--- src/rtl/ebus_arbiter_if.sv ---
// EBUS driver-side bundle: per-driver requests and data in, the shared bus and grant out.
interface ebus_arbiter_if #(
  parameter int N_DRV  = 13,
  parameter int DATA_W = 36
);
  logic [N_DRV-1:0]        req;
  logic [N_DRV*DATA_W-1:0] data_in;
  logic [DATA_W-1:0]       ebus_data;
  logic [N_DRV-1:0]        grant;

  modport master (output req, data_in, input ebus_data, grant);
  modport slave  (input req, data_in, output ebus_data, grant);
endinterface

--- src/rtl/ebus_arbiter.sv ---
// EBUS arbiter: one-hot registered grant with fixed-priority or round-robin selection,
// hold timeout with per-driver lockout, and sticky conflict/timeout diagnostics.
module ebus_arbiter #(
  parameter int N_DRV   = 13,
  parameter int DATA_W  = 36,
  parameter int RR_MODE = 0,
  parameter int TIMEOUT = 16
) (
  input  logic             clk,
  input  logic             CROBAR_N,
  ebus_arbiter_if.slave    bus,
  input  logic             err_clr,
  output logic             conflict_err,
  output logic [7:0]       conflict_cnt,
  output logic             timeout_err
);
  localparam int IDX_W = (N_DRV > 1) ? $clog2(N_DRV) : 1;
  localparam logic [0:0] IDLE  = 1'b0;
  localparam logic [0:0] OWNED = 1'b1;

  function automatic logic [7:0] sat_inc(input logic [7:0] v);
    sat_inc = (v == 8'hFF) ? v : v + 8'd1;
  endfunction

  function automatic logic [IDX_W-1:0] inc_wrap(input logic [IDX_W-1:0] v);
    inc_wrap = (v == IDX_W'(N_DRV - 1)) ? '0 : v + IDX_W'(1);
  endfunction

  function automatic logic [IDX_W:0] pick(input logic [N_DRV-1:0] set,
                                          input logic [IDX_W-1:0] ptr);
    logic found;
    logic [IDX_W-1:0] idx;
    found = 1'b0;
    idx   = '0;
    for (int k = 0; k < N_DRV; k++) begin
      int j;
      j = ((RR_MODE != 0) ? int'(ptr) : 0) + k;
      if (j >= N_DRV) j = j - N_DRV;
      if (!found && set[j]) begin
        found = 1'b1;
        idx   = IDX_W'(j);
      end
    end
    pick = {found, idx};
  endfunction

  logic [0:0]         state_p1, state_nx;
  logic [N_DRV-1:0]   grant_p1, grant_nx;
  logic [DATA_W-1:0]  data_p1, data_nx;
  logic [IDX_W-1:0]   owner_p1, owner_nx;
  logic [7:0]         hold_cnt, hold_nx;
  logic [IDX_W-1:0]   rr_ptr, rr_nx;
  logic [N_DRV-1:0]   lockout, lock_nx;

  logic               owner_req, hold_ok, force_rel, multi_req;
  logic [N_DRV-1:0]   elig;
  logic [IDX_W:0]     win;

  assign owner_req = |(bus.req & grant_p1);
  assign hold_ok   = (state_p1 == OWNED) && owner_req && (hold_cnt < 8'(TIMEOUT - 1));
  assign force_rel = (state_p1 == OWNED) && owner_req && (hold_cnt >= 8'(TIMEOUT - 1));
  // A forcibly released owner is excluded from the same-edge re-arbitration.
  assign elig      = bus.req & ~lockout & ~(force_rel ? grant_p1 : '0);
  assign win       = pick(elig, rr_ptr);
  assign multi_req = |(bus.req & (bus.req - N_DRV'(1)));
  assign lock_nx   = (lockout & bus.req) | (force_rel ? grant_p1 : '0);

  always_comb begin
    state_nx = state_p1;
    grant_nx = grant_p1;
    owner_nx = owner_p1;
    hold_nx  = hold_cnt;
    rr_nx    = rr_ptr;
    data_nx  = '0;
    if (hold_ok) begin
      hold_nx = hold_cnt + 8'd1;
    end else begin
      hold_nx = '0;
      if (win[IDX_W]) begin
        state_nx = OWNED;
        owner_nx = win[IDX_W-1:0];
        grant_nx = N_DRV'(1) << win[IDX_W-1:0];
        rr_nx    = inc_wrap(win[IDX_W-1:0]);
      end else begin
        state_nx = IDLE;
        grant_nx = '0;
      end
    end
    if (state_nx == OWNED)
      data_nx = bus.data_in[int'(owner_nx)*DATA_W +: DATA_W];
  end

  // Stage p1: registered grant/data and control state
  always_ff @(posedge clk or negedge CROBAR_N) begin
    if (!CROBAR_N) begin
      state_p1     <= IDLE;
      grant_p1     <= '0;
      data_p1      <= '0;
      owner_p1     <= '0;
      hold_cnt     <= '0;
      rr_ptr       <= '0;
      lockout      <= '0;
      conflict_err <= 1'b0;
      conflict_cnt <= '0;
      timeout_err  <= 1'b0;
    end else begin
      state_p1 <= state_nx;
      grant_p1 <= grant_nx;
      data_p1  <= data_nx;
      owner_p1 <= owner_nx;
      hold_cnt <= hold_nx;
      rr_ptr   <= rr_nx;
      lockout  <= lock_nx;
      // A new event in the same cycle as err_clr takes precedence over the clear.
      if (multi_req) begin
        conflict_err <= 1'b1;
        conflict_cnt <= err_clr ? 8'd1 : sat_inc(conflict_cnt);
      end else if (err_clr) begin
        conflict_err <= 1'b0;
        conflict_cnt <= '0;
      end
      if (force_rel)    timeout_err <= 1'b1;
      else if (err_clr) timeout_err <= 1'b0;
    end
  end

  assign bus.grant     = grant_p1;
  assign bus.ebus_data = data_p1;
endmodule

--- src/flat_wrapper.sv ---
// flat-port wrapper written by rule: the top's interface ports become plain ports
module ebus_arbiter_flat 
#(
  parameter int N_DRV   = 13,
  parameter int DATA_W  = 36,
  parameter int RR_MODE = 0,
  parameter int TIMEOUT = 16
)
  (clk, CROBAR_N, err_clr, conflict_err, conflict_cnt, timeout_err, bus_req, bus_data_in, bus_ebus_data, bus_grant);
  ebus_arbiter_if #(.N_DRV(N_DRV), .DATA_W(DATA_W)) bus_i ();
  input  logic clk;
  input  logic CROBAR_N;
  input  logic err_clr;
  output logic conflict_err;
  output logic [7:0] conflict_cnt;
  output logic timeout_err;
  input wire logic [$bits(bus_i.req)-1:0] bus_req;
  input wire logic [$bits(bus_i.data_in)-1:0] bus_data_in;
  output wire logic [$bits(bus_i.ebus_data)-1:0] bus_ebus_data;
  output wire logic [$bits(bus_i.grant)-1:0] bus_grant;
  assign bus_i.req = bus_req;
  assign bus_i.data_in = bus_data_in;
  assign bus_ebus_data = bus_i.ebus_data;
  assign bus_grant = bus_i.grant;
  ebus_arbiter #(.N_DRV(N_DRV), .DATA_W(DATA_W), .RR_MODE(RR_MODE), .TIMEOUT(TIMEOUT)) u_core (.clk(clk), .CROBAR_N(CROBAR_N), .bus(bus_i), .err_clr(err_clr), .conflict_err(conflict_err), .conflict_cnt(conflict_cnt), .timeout_err(timeout_err));
endmodule
--- config.mk ---
export PLATFORM = sky130hd
export DESIGN_NAME = ebus_arbiter_flat
export DESIGN_NICKNAME = d
export VERILOG_FILES = /design/src/rtl/ebus_arbiter_if.sv /design/src/rtl/ebus_arbiter.sv /design/src/flat_wrapper.sv
export SDC_FILE = /design/constraint.sdc
export NUM_CORES = 1
export LEC_CHECK = 0
export CORE_AREA = 2 2 209 211
export DETAILED_ROUTE_END_ITERATION = 10
export DIE_AREA = 0 0 211 213
export PLACE_DENSITY = 0.48
export SETUP_SLACK_MARGIN = 0.3
export SYNTH_ARGS = -nofsm -noshare
export SYNTH_HDL_FRONTEND = slang
export SYNTH_SLANG_ARGS = --single-unit
--- constraint.sdc ---
create_clock -name clk -period 10.8 [get_ports clk]
set_input_delay 1.08 -clock clk [delete_from_list [all_inputs] [get_ports clk]]
set_output_delay 1.08 -clock clk [all_outputs]
set_load 0.02 [all_outputs]
==> flow_summary_export.csv, run 1 <==
group,metric,value,unit
timing,fmax,164.2,MHz
timing,timing.slew.headroom,0.2439,
clock_tree,clock_path_buffers,2,
routing,wl,45840,µm
global_routing,overflow,0,
power_and_ir_drop,power_frac_seq,0.173,
yosys,synth_edf_count,0,
worst_hold_path,worstHoldPathType,"flop to flop",
worst_setup_path,required,11.03,ns
yosys,synth_seq_cells,85,
routing,drc,0,
timing,slew_viol_final,0,
clock_tree,cts_buffers,9,
clock_tree,cts-hold-fix-buffers,0,
clock_tree,htreeDepth,3,
global_routing,grt_pass1_wl,63850,µm
power_and_ir_drop,combPwrFrac,0.711,
yosys,synth_top_area_frac,0.2774,
floorplan,dieHeight,213,µm
routing,routed-via-count,8869,
floorplan,die_x,211,µm
yosys,synthArstFlopShare,1.000,
timing,clock_skew,0.01174,ns
yosys,synth_area_leader_cell,"dfrtp_1",
timing,period_share,0.5639,
power_and_ir_drop,p_int,1501,µW
worst_setup_path,crit_fanout,81,
yosys,ys_warn_count,0,
floorplan,start_util,0.1796,
worst_setup_path,critPathMaxStageDelay,0.87,ns
worst_setup_path,critPathKind,"primary input to flop",
yosys,yosysMostFrequentCell,"mux2_2",
finish,nets,1781,
routing,wl_met2,23460,µm
yosys,synth.distinct_cells,68,
routing,initialDrtViolationCount,716,
power_and_ir_drop,clock_power_share,0.116,
worst_setup_path,crit_top_cell,"a222oi_1",
global_routing,track_usage,0.1956,
clock_tree,tritoncts,"yes",
power_and_ir_drop,swShare,0.4419,
finish,utilization,0.3259,
global_routing,grt_pass1_vias,9222,
timing,final.setup.tns,0,ns
worst_setup_path,cp_slowest_cell,"buf_4",
yosys,ys_seq_area_frac,0.2774,
clock_tree,clkSinkCount,85,
floorplan,coreArea,42700,µm²
yosys,synth_top_cells_by_area,"dfrtp_1 (28%), mux2_2 (22%), a21oi_1 (5.8%)",
routing,first_pass_iters,8,
job,cap_violations,0,
place,dp_hpwl,35910,µm
clock_tree,clk_pin_slew_worst_paths,0.06,ns
routing,met1_length,18410,µm
floorplan,io_pins,543,
clock_tree,cts-root-buf,"clkbuf_16",
status,status,"finished clean",
clock_tree,cts_resized,0,
worst_setup_path,cp.arrival,6.32,ns
worst_setup_path,crit_path_cell_trace,"clkdlybuf4s50_1 > a222oi_1 > and4_1 > a21oi_1 > o32ai_4 > nor4_1 > a21oi_2 > mux2i_4 > inv_6 > buf_4 > mux2_2 > a222oi_1 > a22oi_1",
power_and_ir_drop,power_leakage,0.005267,µW
yosys,synth_cells,792,
timing,hold_viol_final,0,
timing,worst_slack,4.710,ns
power_and_ir_drop,ir_drop,0.0001382,V
routing,vias_per_cell,4.791,
place,gp_congestion,0.8991,
timing,worstMarginPinSlew,1.134,ns
clock_tree,clock_latency,0.37,ns
global_routing,antenna_found_initial,7,
timing,finalSetupViolCount,0,
global_routing,grt_start_max_net_pins,82,
routing,top_layer_used,"met5",
power_and_ir_drop,power_per_cell_area,193.4,nW/µm²
power_and_ir_drop,power,2690,µW
yosys,synth_common_cells,"mux2_2 (152), a21oi_1 (89), dfrtp_1 (85)",
routing,postRouteAntennaNets,0,
finish,drive_above_1_share,0.1623,
routing,route.met3.wl,3129,µm
worst_setup_path,worstSetupStartpointType,"primary input",
power_and_ir_drop,switchingPower,1189,µW
yosys,ys.flop_type,"dfrtp_1",
finish,syn_to_final_growth,81.46,%
clock_tree,post_cts_buffers,0,
floorplan,row_count,76,
worst_setup_path,cp-end-kind,"flop",
yosys,avgSynthCellArea,9.681,µm²
floorplan,dieArea,44940,µm²
yosys,mappedNetlistArea,7667,µm²
timing,rsz0062_at_grt,"false",
place,numPortBuffers,542,
place,place_ws,4.406,ns
timing,fin_crit,6.090,ns
routing,wl_per_cell,24.77,µm
-- metrics by stage --
step           std cells  instance area [µm²]  hold WS, ns
2_1_floorplan        795                 7679       0.4329
3_3_place_gp        1830                13630       0.4544
3_5_place_dp        1830                13630       0.4575
4_1_cts             1846                13900       0.4696
5_1_grt             1849                13910       0.4928
6_report            1851                13910       0.4651
-- layer usage --
| layer | up-vias | GRT usage |
|---|---|---|
| met5 | - | 0 |
| met4 | 6 | 0.04322 |
| met3 | 40 | 0.05104 |
| met2 | 377 | 0.3486 |
| met1 | 4298 | 0.2353 |
| li1 | 4148 | - |
-- placed cells by master, fill, tap and decap left out, drive strengths merged, types with 6 or more instances in the layout --
cell / instances
clkdlybuf4s50: 541
mux2: 179
a21oi: 92
dfrtp: 85
a222oi: 38
a22oi: 38
mux2i: 38
a2bb2oi: 37
nand2: 33
nor2: 29
inv: 18
o21ai: 16
o211ai: 14
buf: 13
a21o: 9
clkbuf: 9
nand3: 9
nand2b: 8
nor3: 7
a22o: 6
-- power by group through the flow --
| stage | clock [µW] | sequential [µW] | combinational, µW |
|---|---|---|---|
| floorplan | 0 | 564 | 1110 |
| global route | 339 | 477 | 2030 |
| CTS | 329 | 467 | 1920 |
| detailed placement | 0 | 473 | 1910 |
| finish | 313 | 466 | 1910 |
| global placement | 0 | 474 | 1910 |
-- area by class of cell --
class,instances,area (µm²)
Timing Repair Buffer,554,5513
Clock inverter,7,47.55
Inverter,16,67.56
Sequential cell,85,2127
Multi-Input combinational cell,629,5238
Clock buffer,9,225.2
Tap cell,546,683.2
Fill cell,4430,28780
Antenna cell,5,12.51
-- critical path, delay by kind of cell --
kind                   cells  cell delay, ns
buffers and inverters      3            1.90
AOI/OAI and AO/OA          6            1.87
muxes                      2            0.58
and+or+nand+nor            2            0.70
-- state kept, by name, indices dropped and copies added, names as in the netlist --
register,count
u_core.bus.ebus_data,36
u_core.bus.grant,13
u_core.conflict_cnt,8
u_core.conflict_err,1
u_core.hold_cnt,8
u_core.lockout,13
u_core.owner_p1,4
u_core.state_p1,1
u_core.timeout_err,1
-- cells by family (layout without fill, tap and decap cells) --
logic type,Yosys count,count (layout),share of synthesized area
and+or+nand+nor,115,115,0.07605
buffers and inverters,81,586,0.04732
other,1,9,0.0004891
xor gates and xnor gates,5,5,0.005711
DFF,85,85,0.2774
muxes,217,217,0.3141
AOI/OAI and AO/OA,284,284,0.2730
adders and majority gates,4,4,0.005874
-- worst paths after layout --
path / start / to / slack (ns) / depth (start not counted)
worst max-delay path: bus_req[10] / u_core.bus.ebus_data[5]$_DFF_PN0_ / 4.71 / 13
worst min-delay path: u_core.hold_cnt[0]$_DFF_PN0_ / u_core.hold_cnt[0]$_DFF_PN0_ / 0.47 / 1
worst max register to register: u_core.bus.grant[10]$_DFFE_PN0N_ / u_core.bus.ebus_data[5]$_DFF_PN0_ / 5.49 / 12
worst min register to register: u_core.hold_cnt[0]$_DFF_PN0_ / u_core.hold_cnt[0]$_DFF_PN0_ / 0.47 / 1
max in group asynchronous: CROBAR_N / u_core.bus.ebus_data[7]$_DFF_PN0_ / 8.94 / 2
min in group asynchronous: CROBAR_N / u_core.lockout[2]$_DFF_PN0_ / 0.71 / 1
Note: power is estimated with default switching activity, not from simulation.
==> run 2, diff against run 1 <==
--- a/config.mk
+++ b/config.mk
@@ -5,10 +5,10 @@
 export SDC_FILE = /design/constraint.sdc
 export NUM_CORES = 1
 export LEC_CHECK = 0
-export CORE_AREA = 2 2 209 211
+export CORE_AREA = 2 2 212 214
 export DETAILED_ROUTE_END_ITERATION = 10
-export DIE_AREA = 0 0 211 213
-export PLACE_DENSITY = 0.48
+export DIE_AREA = 0 0 214 216
+export PLACE_DENSITY = 0.47
 export SETUP_SLACK_MARGIN = 0.3
 export SYNTH_ARGS = -nofsm -noshare
 export SYNTH_HDL_FRONTEND = slang
==> constraint.sdc (replaced) <==
create_clock -name clk -period 6.19 [get_ports clk]
set_input_delay 0.619 -clock clk [delete_from_list [all_inputs] [get_ports clk]]
set_output_delay 0.619 -clock clk [all_outputs]
set_load 0.02 [all_outputs]
==> run 2 against run 1 <==
Against the previous run: die area up 2.9%; cell count is 3.3% higher; combinational power is 82% higher.
==> flow_summary_export.csv, run 2 (same netlist as run 1, synthesis figures left out) <==
group,metric,value,unit
worst_setup_path,cp_slowest_cell,"a222oi_1",
clock_tree,post_cts_buffers,0,
finish,final_cell_mix,"clkdlybuf4s50_1 (541), mux2_2 (152), a21oi_1 (88)",
routing,vias_per_cell,4.744,
status,status,"finished clean",
power_and_ir_drop,power_leakage,0.005350,µW
timing,final.setup.tns,0,ns
clock_tree,cts_resized,0,
timing,clock_skew,0.01296,ns
place,gp_congestion,0.8958,
clock_tree,clk_pin_slew_worst_paths,0.08,ns
routing,wl_per_cell,26.64,µm
worst_setup_path,required,6.40,ns
worst_setup_path,cp.arrival,5.28,ns
worst_setup_path,crit_path_start,"bus_req[10]",
worst_setup_path,critPathMaxStageDelay,0.71,ns
clock_tree,clock_path_buffers,2,
floorplan,coreArea,43840,µm²
worst_setup_path,rrSetupSlack,1.44,ns
finish,largest_register_ffs,36,
timing,slew_viol_final,0,
finish,syn_to_final_growth,84.29,%
timing,rsz0062_at_grt,"false",
global_routing,overflow,0,
finish,nets,1794,
worst_setup_path,crit_top_cell,"a222oi_1",
finish,utilization,0.3223,
finish,final_common_cell,"clkdlybuf4s50_1",
floorplan,start_util,0.1749,
clock_tree,clock_latency,0.36,ns
worst_setup_path,cp-endpoint,"u_core.bus.ebus_data[32]$_DFF_PN0_",
clock_tree,cts-hold-fix-buffers,0,
routing,wl,50930,µm
routing,postRouteAntennaNets,0,
power_and_ir_drop,power_per_cell_area,350.6,nW/µm²
worst_setup_path,r2r_end,"u_core.bus.ebus_data[32]$_DFF_PN0_",
finish,fill_cells,4573,
worst_setup_path,r2r_start,"u_core.bus.grant[10]$_DFFE_PN0N_",
global_routing,antenna_found_initial,14,
power_and_ir_drop,power,4954,µW
timing,timing.slew.headroom,0.3667,
finish,drive_above_1_share,0.1706,
worst_setup_path,critPathKind,"primary input to flop",
floorplan,die_x,214,µm
worst_setup_path,reg2regPathDepth,11,
floorplan,io_pins,543,
floorplan,dieHeight,216,µm
finish,finalInstanceArea,14130,µm²
global_routing,grt_start_max_net_pins,70,
place,placed_area,13780,µm²
floorplan,dieArea,46220,µm²
timing,worstMarginPinSlew,0.9479,ns
worst_setup_path,cp-end-kind,"flop",
timing,finalSetupViolCount,0,
floorplan,row_count,77,
clock_tree,tritoncts,"yes",
routing,routed-via-count,9070,
clock_tree,clkSinkCount,85,
routing,first_pass_iters,8,
worst_setup_path,crit_fanout,69,
job,cap_violations,0,
clock_tree,cts-root-buf,"clkbuf_16",
clock_tree,htreeDepth,3,
global_routing,grt_pass1_wl,71460,µm
worst_setup_path,crit_path_cell_trace,"clkdlybuf4s50_1 > a222oi_1 > and4_1 > a21oi_1 > o32ai_4 > nor4_1 > a21oi_2 > mux2i_4 > inv_6 > mux2_1 > a222oi_1 > a22oi_1",
timing,fin_crit,5.070,ns
clock_tree,cts_buffers,9,
global_routing,track_usage,0.2136,
timing,hold_viol_final,0,
worst_setup_path,worstSetupStartpointType,"primary input",
timing,fmax,197.2,MHz
worst_hold_path,worstHoldPathType,"primary input to asynchronous set/reset pin",
place,numPortBuffers,542,
routing,drc,0,
timing,period_share,0.8191,
routing,initialDrtViolationCount,729,
place,dp_hpwl,41430,µm
global_routing,grt_pass1_vias,9649,
power_and_ir_drop,ir_drop,0.0001561,V
==> run 2: changes by cell type in the layout (fill, tap and decap cells not counted), sizes merged <==
cell,before,now
buf,13,26
clkinv,4,0
bufinv,0,2
diode,5,7
clkinvlp,1,2
inv,18,19
==> run 2: routing by layer <==
metal | GRT usage | vias up | routed length (µm)
met2 | 0.3753 | 422 | 25030
met5 | 0 | - | 44
li1 | - | 4166 | -
met4 | 0.03800 | 6 | 771
met3 | 0.06145 | 41 | 3842
met1 | 0.2607 | 4435 | 21240
==> run 2: how the worst min path moves through the flow <==
stage                                         end  slack, ns
5_1_grt        u_core.conflict_cnt[3]$_DFFE_PN0P_       0.18
3_5_place_dp         u_core.hold_cnt[0]$_DFF_PN0_       0.45
6_report       u_core.conflict_cnt[3]$_DFFE_PN0P_       0.19
2_1_floorplan   u_core.bus.ebus_data[0]$_DFF_PN0_       0.32
3_3_place_gp         u_core.hold_cnt[0]$_DFF_PN0_       0.45
4_1_cts        u_core.bus.ebus_data[33]$_DFF_PN0_       0.20
==> run 2: worst max-delay path, delay by kind of cell <==
kind	cells	cell delay [ns]
AOI/OAI and AO/OA	6	2.25
muxes	2	0.87
buffers and inverters	2	0.77
and+or+nand+nor	2	0.71
==> run 2: where the power goes <==
part | switching [µW] | internal (µW) | leakage (µW)
registers | 104 | 730 | 0.00108
clock network | 276 | 360 | 0.000155
logic | 1830 | 1650 | 0.00412
total | 2210 | 2740 | 0.00535
==> run 2: cell type report <==
type,instances,area (µm²),area share
Clock buffer,9,225.2,0.01594
Antenna cell,7,17.52,0.001240
Clock inverter,7,103.9,0.007350
Inverter,16,67.56,0.004782
Tap cell,592,740.7,0.05242
Sequential cell,85,2127,0.1505
Timing Repair Buffer,567,5610,0.3971
Multi-Input combinational cell,629,5238,0.3707
==> run 2: stage by stage <==
step	setup slack, ns	instances	hold slack (ns)
floorplan	2.500	795	0.3234
global placement	0.8332	1889	0.4480
detailed placement	0.7823	1889	0.4489
CTS	1.144	1905	0.1965
global route	0.7936	1911	0.1820
finish	1.120	1912	0.1859
